[config.mk]
export PLATFORM = sky130hd
export DESIGN_NAME = hex_display_scanner
export DESIGN_NICKNAME = d
export VERILOG_FILES = /design/src/rtl/hex_display_scanner.sv
export SDC_FILE = /design/constraint.sdc
export NUM_CORES = 1
export LEC_CHECK = 0
export CAP_MARGIN = 30
export CELL_PAD_IN_SITES_DETAIL_PLACEMENT = 2
export CELL_PAD_IN_SITES_GLOBAL_PLACEMENT = 2
export CORE_MARGIN = 8
export CORE_UTILIZATION = 31
export DETAILED_ROUTE_END_ITERATION = 10
export HOLD_SLACK_MARGIN = 0.15
export PLACE_DENSITY = 0.79
export SLEW_MARGIN = 5
export SYNTH_ARGS = -nofsm -noshare
export SYNTH_HDL_FRONTEND = slang
export SYNTH_SLANG_ARGS = --single-unit
[constraint.sdc]
create_clock -name clk_i -period 3.4 [get_ports clk_i]
set_clock_uncertainty 0.1 [all_clocks]
set_input_delay 0.34 -clock clk_i [delete_from_list [all_inputs] [get_ports clk_i]]
set_output_delay 0.34 -clock clk_i [all_outputs]
set_load 0.1 [all_outputs]
[src/rtl/hex_display_scanner.sv]
// Eight-digit multiplexed seven-segment scanner for a 32-bit debug value.
// The value is captured once per frame, so every digit in a frame comes from one snapshot.
module hex_display_scanner #(
   parameter int REFRESH_DIV = 100000
) (
   input  logic        clk_i,
   input  logic        rst_i,
   input  logic [31:0] data_i,
   input  logic        hold_i,
   input  logic [7:0]  dig_en_i,
   input  logic        lz_blank_i,
   input  logic [7:0]  dp_i,
   output logic [7:0]  an_o,
   output logic [6:0]  seg_o,
   output logic        dp_o,
   output logic        frame_o
);

   localparam int PW = (REFRESH_DIV > 2) ? $clog2(REFRESH_DIV) : 1;
   localparam logic [PW-1:0] PRE_MAX = PW'(REFRESH_DIV - 1);

   logic [PW-1:0] pre_reg;
   logic [2:0]    digit_reg;
   logic [31:0]   shadow_reg;
   logic          active_reg;
   logic [7:0]    an_reg;
   logic [6:0]    seg_reg;
   logic          dp_reg;
   logic          frame_reg;

   logic          tick;
   logic          frame_start;
   logic [2:0]    digit_next;
   logic [31:0]   shadow_next;
   logic          active_next;
   logic [3:0]    nib [8];
   logic [7:0]    upper_zero;
   logic          lz_hit;
   logic          lit;
   logic [7:0]    an_next;
   logic [6:0]    seg_next;
   logic          dp_next;

   function automatic logic [6:0] decode(input logic [3:0] n);
      logic [6:0] s;
      case (n)
         4'h0: s = 7'h40;
         4'h1: s = 7'h79;
         4'h2: s = 7'h24;
         4'h3: s = 7'h30;
         4'h4: s = 7'h19;
         4'h5: s = 7'h12;
         4'h6: s = 7'h02;
         4'h7: s = 7'h78;
         4'h8: s = 7'h00;
         4'h9: s = 7'h10;
         4'hA: s = 7'h08;
         4'hB: s = 7'h03;
         4'hC: s = 7'h46;
         4'hD: s = 7'h21;
         4'hE: s = 7'h06;
         default: s = 7'h0E;
      endcase
      return s;
   endfunction

   assign tick        = (pre_reg == PRE_MAX);
   assign frame_start = tick && (digit_reg == 3'd7);
   assign digit_next  = digit_reg + 3'd1;
   assign shadow_next = (frame_start && !hold_i) ? data_i : shadow_reg;
   assign active_next = active_reg | frame_start;

   // upper_zero[k]: nibbles k..7 of the upcoming snapshot are all zero
   generate
      for (genvar gi = 0; gi < 8; gi++) begin : g_nib
         assign nib[gi]        = shadow_next[4*gi +: 4];
         assign upper_zero[gi] = ((shadow_next >> (4*gi)) == 32'd0);
      end
   endgenerate

   assign lz_hit = lz_blank_i && (digit_next != 3'd0) && upper_zero[digit_next];
   assign lit    = active_next && dig_en_i[digit_next] && !lz_hit;

   always_comb begin
      an_next  = 8'hFF;
      seg_next = 7'h7F;
      dp_next  = 1'b1;
      if (lit) begin
         an_next  = ~(8'b1 << digit_next);
         seg_next = decode(nib[digit_next]);
         dp_next  = ~dp_i[digit_next];
      end
   end

   always_ff @(posedge clk_i) begin
      if (rst_i) begin
         pre_reg    <= '0;
         digit_reg  <= 3'd7;
         shadow_reg <= 32'd0;
         active_reg <= 1'b0;
         an_reg     <= 8'hFF;
         seg_reg    <= 7'h7F;
         dp_reg     <= 1'b1;
         frame_reg  <= 1'b0;
      end else begin
         frame_reg <= 1'b0;
         pre_reg   <= tick ? '0 : pre_reg + PW'(1);
         if (tick) begin
            digit_reg  <= digit_next;
            shadow_reg <= shadow_next;
            active_reg <= active_next;
            frame_reg  <= frame_start;
            an_reg     <= an_next;
            seg_reg    <= seg_next;
            dp_reg     <= dp_next;
         end
      end
   end

   assign an_o    = an_reg;
   assign seg_o   = seg_reg;
   assign dp_o    = dp_reg;
   assign frame_o = frame_reg;

endmodule

**Yosys cells after proc, flatten, opt, wreduce, memory -nomap -nowiden**

Memories as Yosys holds them, arrays and structs flattened.
Cells that the tools add are included.

- $add $sub $neg: 2
- Multiply operators: 0
- Divide/modulo/power cells: 0
- Order comparisons: 2
- Eq/ne operators: 2
- Shift-type cells: 1
- Muxes and demuxes: 13
- Bitwise logic cells: 5
- Reduce and logical (&&, ||, !) cells: 19

Operators with widths:

| kind | number |
|---|---|
| 32-bit logical NOT | 8 |
| 32-bit 2-to-1 mux | 1 |
| 17-bit by 1-bit adder with 17-bit output, second input constant | 1 |
| 17-bit == test, second input constant | 1 |
| 4-bit binary-select mux with 3-bit select | 1 |
| 1-bit binary-select mux with 3-bit select | 3 |
| 4-bit 2-to-1 mux | 2 |
| 8-bit 2-to-1 mux | 1 |
| 8-bit inverter | 1 |
| 1-bit by 3-bit left shift with 8-bit output, first input constant | 1 |
| 7-bit 2-to-1 mux | 1 |
| 1-bit logical AND | 6 |
| 4-bit greater-or-equal comparator, second input constant | 1 |
| 3-bit by 4-bit less-than comparator with 1-bit output, second input constant | 1 |
| 1-bit 2-to-1 mux | 4 |
| 3-bit inverter with 4-bit output | 1 |
| 2-bit OR reduction | 2 |
| 3-bit by 1-bit adder with 3-bit output, second input constant | 1 |
| 3-bit == test, second input constant | 1 |
| 3-bit nonzero test | 1 |
| 1-bit logical NOT | 2 |
| 1-bit inverter | 2 |
| 1-bit OR | 1 |

- Flip-flop bits (word level): 70
- Bits in latches: 0
- RAM bits: 0
- Bits in read-only memories: 112
- Input bits: 52
- Word-level logic and storage cells: 53
- Memories kept: 1

Memories:

| memory | words | bits a word | rd ports | clocked after Yosys merged registers in | write ports | RTL line | RTL |
|---|---|---|---|---|---|---|---|
| (no name shown) | 16 | 7 | 1 | 0 | 0 | 46 | `case (n)` |

**Longest topological paths before layout**

- Word-level depth: 11
- Mapped depth: 16
- Mapped depth without buffers: 12

**Worst setup path after synthesis**

Ideal clock, no wire load.

- Kind: flip-flop to flip-flop
- From: register digit_reg[0]
- To: register seg_reg[3] (netlist: seg_o[3])
- Setup time: 119 ps
- Data arrival time: 2859 ps
- Data required time: 3181 ps
- Path slack: 322 ps
- Stages on the path, launching flop included: 12
- Path buffers: 1
- Clock period less this slack: 3078 ps
- Cell sequence: dfxtp_1 ha_1 ha_1 nand2b_1 clkbuf_1 nor2_2 mux4_2 mux4_2 ha_1 mux2_2 mux2i_1 a21oi_1

- Word-level cells in the longest chain between the ends: 11

Ends and longest elaborated chain:

| element | RTL line | RTL |
|---|---|---|
| start, declared | 23 | `logic [2:0] digit_reg;` |
| start signal, assigned | 109 | `digit_reg <= digit_next;` |
| branches (longest 10 deep; another with memory 16 x 7 bit) | - |  |
| 7-bit 2-to-1 mux * | 88 | `if (lit) begin` |
| end signal, assigned | 114 | `seg_reg <= seg_next;` |
| end, declared | 27 | `logic [6:0] seg_reg;` |

Every way passes the cells marked *. The select of a mux whose other input is x is not followed.
A chain may end at the register's enable or synchronous reset.

**Final worst setup path**

- From: register pre_reg[0]
- To: register seg_reg[5] (netlist: seg_o[5])

- Word-level cells in the longest chain between the ends: 11

Ends and longest elaborated chain:

| element | RTL line | RTL |
|---|---|---|
| start, declared | 22 | `logic [PW-1:0] pre_reg;` |
| start signal, assigned | 107 | `pre_reg <= tick ? '0 : pre_reg + PW'(1);` |
| 17-bit == test * | 67 | `assign tick = (pre_reg == PRE_MAX);` |
| branches (longest 10 deep; another with memory 16 x 7 bit) | - |  |

Marked as above.

==> results.py <==
metrics = {
    "outcome": {
        "outcome": "complete, no violations",
    },
    "layout": {
        "multi_input_area_mm2": 0.00235,
        "n_fill_cell": 1460,
        "instances_no_fill": 741,
        "drive_gt1_frac": 0.105,
        "seq_area_mm2": 0.00140,
        "syn2layout_area_growth_pct": 28.5,
        "fin_nets": 629,
        "antenna_cells": 0,
        "largest_reg_flops": 32,
    },
    "sta": {
        "hold_violations": 0,
        "fmax_mhz": 315,
        "worst_pin_slew_ns": 0.988,
        "slew_headroom": 0.339,
        "setup_viol": 0,
        "fin_crit_sh": 0.934,
        "drv_slew": 0,
        "fin_setup_tns_ns": 0,
        "period_minus_slack_ns": 3.18,
    },
    "clock_network": {
        "cts_tree": "yes",
        "clock-sinks": 70,
        "htreeDepth": 3,
        "ctsHoldBuffers": 0,
        "clockBufferDepth": 2,
        "clk_pin_slew_ns": 0.06,
        "ctsRootBufferMaster": "clkbuf_16",
        "insertion_delay_ns": 0.35,
        "numCtsBuffers": 9,
    },
    "global_route": {
        "overflow": 0,
        "grt_pass1_wl_mm": 23.4,
        "grtUsageTotal": 0.179,
        "grt_pass1_vias": 4393,
        "grt_max_degree": 37,
        "grt_antenna_before_repair": 0,
    },
    "die": {
        "io_pins": 69,
        "start_util": 0.318,
        "die_w_um": 130,
        "core_area_mm2": 0.0127,
        "fp.dieH_um": 130,
        "rows": 41,
        "die_area_mm2": 0.0169,
    },
    "logic_synthesis": {
        "ys_seq_elements": 70,
        "synth.distinct_cells": 54,
        "avgSynthCellArea_um2": 8.04,
        "syn_inst": 501,
        "syn-num-nets": 566,
        "ys_async_sr_fraction": 0,
        "seq_area_frac_synth": 0.348,
        "synthFlopType": "dfxtp_1",
        "syn_area_mm2": 0.00403,
        "yosysWarnings": 0,
        "synth_edf_count": 0,
    },
    "setup_path": {
        "endpoint": "seg_o[5]",
        "cp_cell_sequence": "ha_1 -> and4_4 -> nand4_4 -> nor2_4 -> mux4_2 -> mux4_2 -> inv_1 -> ha_1 -> inv_1 -> mux2i_1 -> nand2_1 -> a31oi_1",
        "crit_slowest_cell": "mux4_2",
        "reg2reg_from": "pre_reg[0]",
        "crit_buf_inv": 2,
        "cp-end-kind": "flop",
        "worstPathMaxFanout": 6,
        "worstSetupPathType": "reg2reg",
        "r2r_cells": 12,
        "arrival_ns": 3.35,
        "startpoint": "pre_reg[0]",
        "cp_top_family": "multiplexers",
        "crit_cells": 12,
        "critical_path_required_ns": 3.57,
        "max_stage_delay_ns": 0.55,
        "rr_endpoint": "seg_o[5]",
        "start_kind": "flop",
        "r2r_slack_ns": 0.22,
    },
    "route": {
        "drtIter0Drc": 209,
        "wire_per_inst_um": 19.8,
        "antenna_left": 0,
        "vias_per_cell": 5.36,
        "wl_mm": 14.7,
        "dr.pass1.iters": 4,
        "drc": 0,
        "vias": 3971,
    },
    "power": {
        "power.leakage_nw": 1.87,
        "vdd_drop_max_v": 0.000260,
        "p_total_mw": 2.05,
        "powerDensity_mw_per_mm2": 396,
    },
    "run": {
        "maxCapViolCount": 0,
    },
    "placed_design": {
        "dp.cells": 723,
        "place_hpwl_mm": 10.8,
        "io_buffers": 68,
        "place_congestion": 0.851,
    },
    "min_path": {
        "holdPathStages": 2,
        "hold_class": "reg2reg",
    },
}
## cells in the final DEF (no fill, tap or decap), types with 12 or more instances in the layout
cell type | netlist | layout
nand2_1 | 126 | 126
dfxtp_1 | 70 | 70
clkdlybuf4s50_1 | 0 | 68
a21oi_1 | 48 | 48
nor2_1 | 35 | 35
o21ai_0 | 19 | 19
buf_4 | 2 | 18
nor4_1 | 15 | 15
inv_1 | 13 | 13
a211oi_1 | 13 | 13
ha_1 | 13 | 13
a22oi_1 | 12 | 12
nand3_1 | 12 | 12
## area by class of cell
type / instances / area share
Timing Repair Buffer: 86 / 0.158
Sequential cell: 70 / 0.271
Clock buffer: 11 / 0.0450
Tap cell: 172 / 0.0416
Inverter: 13 / 0.00943
Multi-Input combinational cell: 384 / 0.455
Clock inverter: 5 / 0.0208
## report_power, final
group	internal (mW)	total, mW	switching [mW]
sequential	0.823	0.827	0.00341
clock	0.720	1.10	0.381
combinational	0.0674	0.123	0.0558
total	1.61	2.05	0.441
## per-layer routing
metal / up-vias / global-route usage / wire length [µm]
met5: - / 0 / 0
met4: 0 / 0.0710 / 257
met3: 19 / 0.0367 / 514
met2: 66 / 0.331 / 7860
met1: 2005 / 0.196 / 6070
li1: 1881 / - / -
## tightest hold or removal path: stages, from the launching register on
cell and delay (ns):
dfxtp_1 0.32, nand2_1 0.06, a21oi_1 0.05
## synthesized netlist by cell type, types with 12 or more instances
| cell | n | share of area |
|---|---|---|
| nor4_1 | 15 | 0.023 |
| ha_1 | 13 | 0.040 |
| nand3_1 | 12 | 0.015 |
| o21ai_0 | 19 | 0.024 |
| a22oi_1 | 12 | 0.022 |
| a21oi_1 | 48 | 0.060 |
| inv_1 | 13 | 0.012 |
| nand2_1 | 126 | 0.12 |
| dfxtp_1 | 70 | 0.35 |
| clkbuf_1 | 20 | 0.019 |
| a211oi_1 | 13 | 0.024 |
| nor2_1 | 35 | 0.033 |
## worst min path at each step
stage | start | to | slack [ns]
after floorplan | pre_reg[0] | pre_reg[0] | 0.33
after global placement | pre_reg[0] | pre_reg[0] | 0.34
after detailed placement | pre_reg[0] | pre_reg[0] | 0.37
after CTS | shadow_reg[8] | shadow_reg[8] | 0.38
after global routing | shadow_reg[8] | shadow_reg[8] | 0.39
final | shadow_reg[3] | shadow_reg[3] | 0.37
## cells by family (layout without fill, tap and decap cells)
family	count (synthesis)	in the layout	synth area share
mux	18	18	0.0733
xor+xnor	14	14	0.0304
flops	70	70	0.348
fa+ha+maj	13	13	0.0404
simple gates	225	225	0.268
compound gates	114	114	0.171
buf+inv	47	115	0.0693
## per-stage QoR
stage,utilization,hold slack (ns),instance area [µm²],setup WS [ns]
final,0.409,0.374,5180,0.224
after global routing,0.409,0.393,5180,-0.0199
after CTS,0.407,0.379,5150,0.0479
after detailed placement,0.380,0.368,4810,0.106
after global placement,0.380,0.342,4810,0.309
after floorplan,-,0.330,4030,0.322
## repair_timing
item,4_1_cts,5_1_grt
setup buffers,0,2
resized for setup,0,3
endpoints found under the setup margin,0,5
Power figures use the tool's default switching activity.
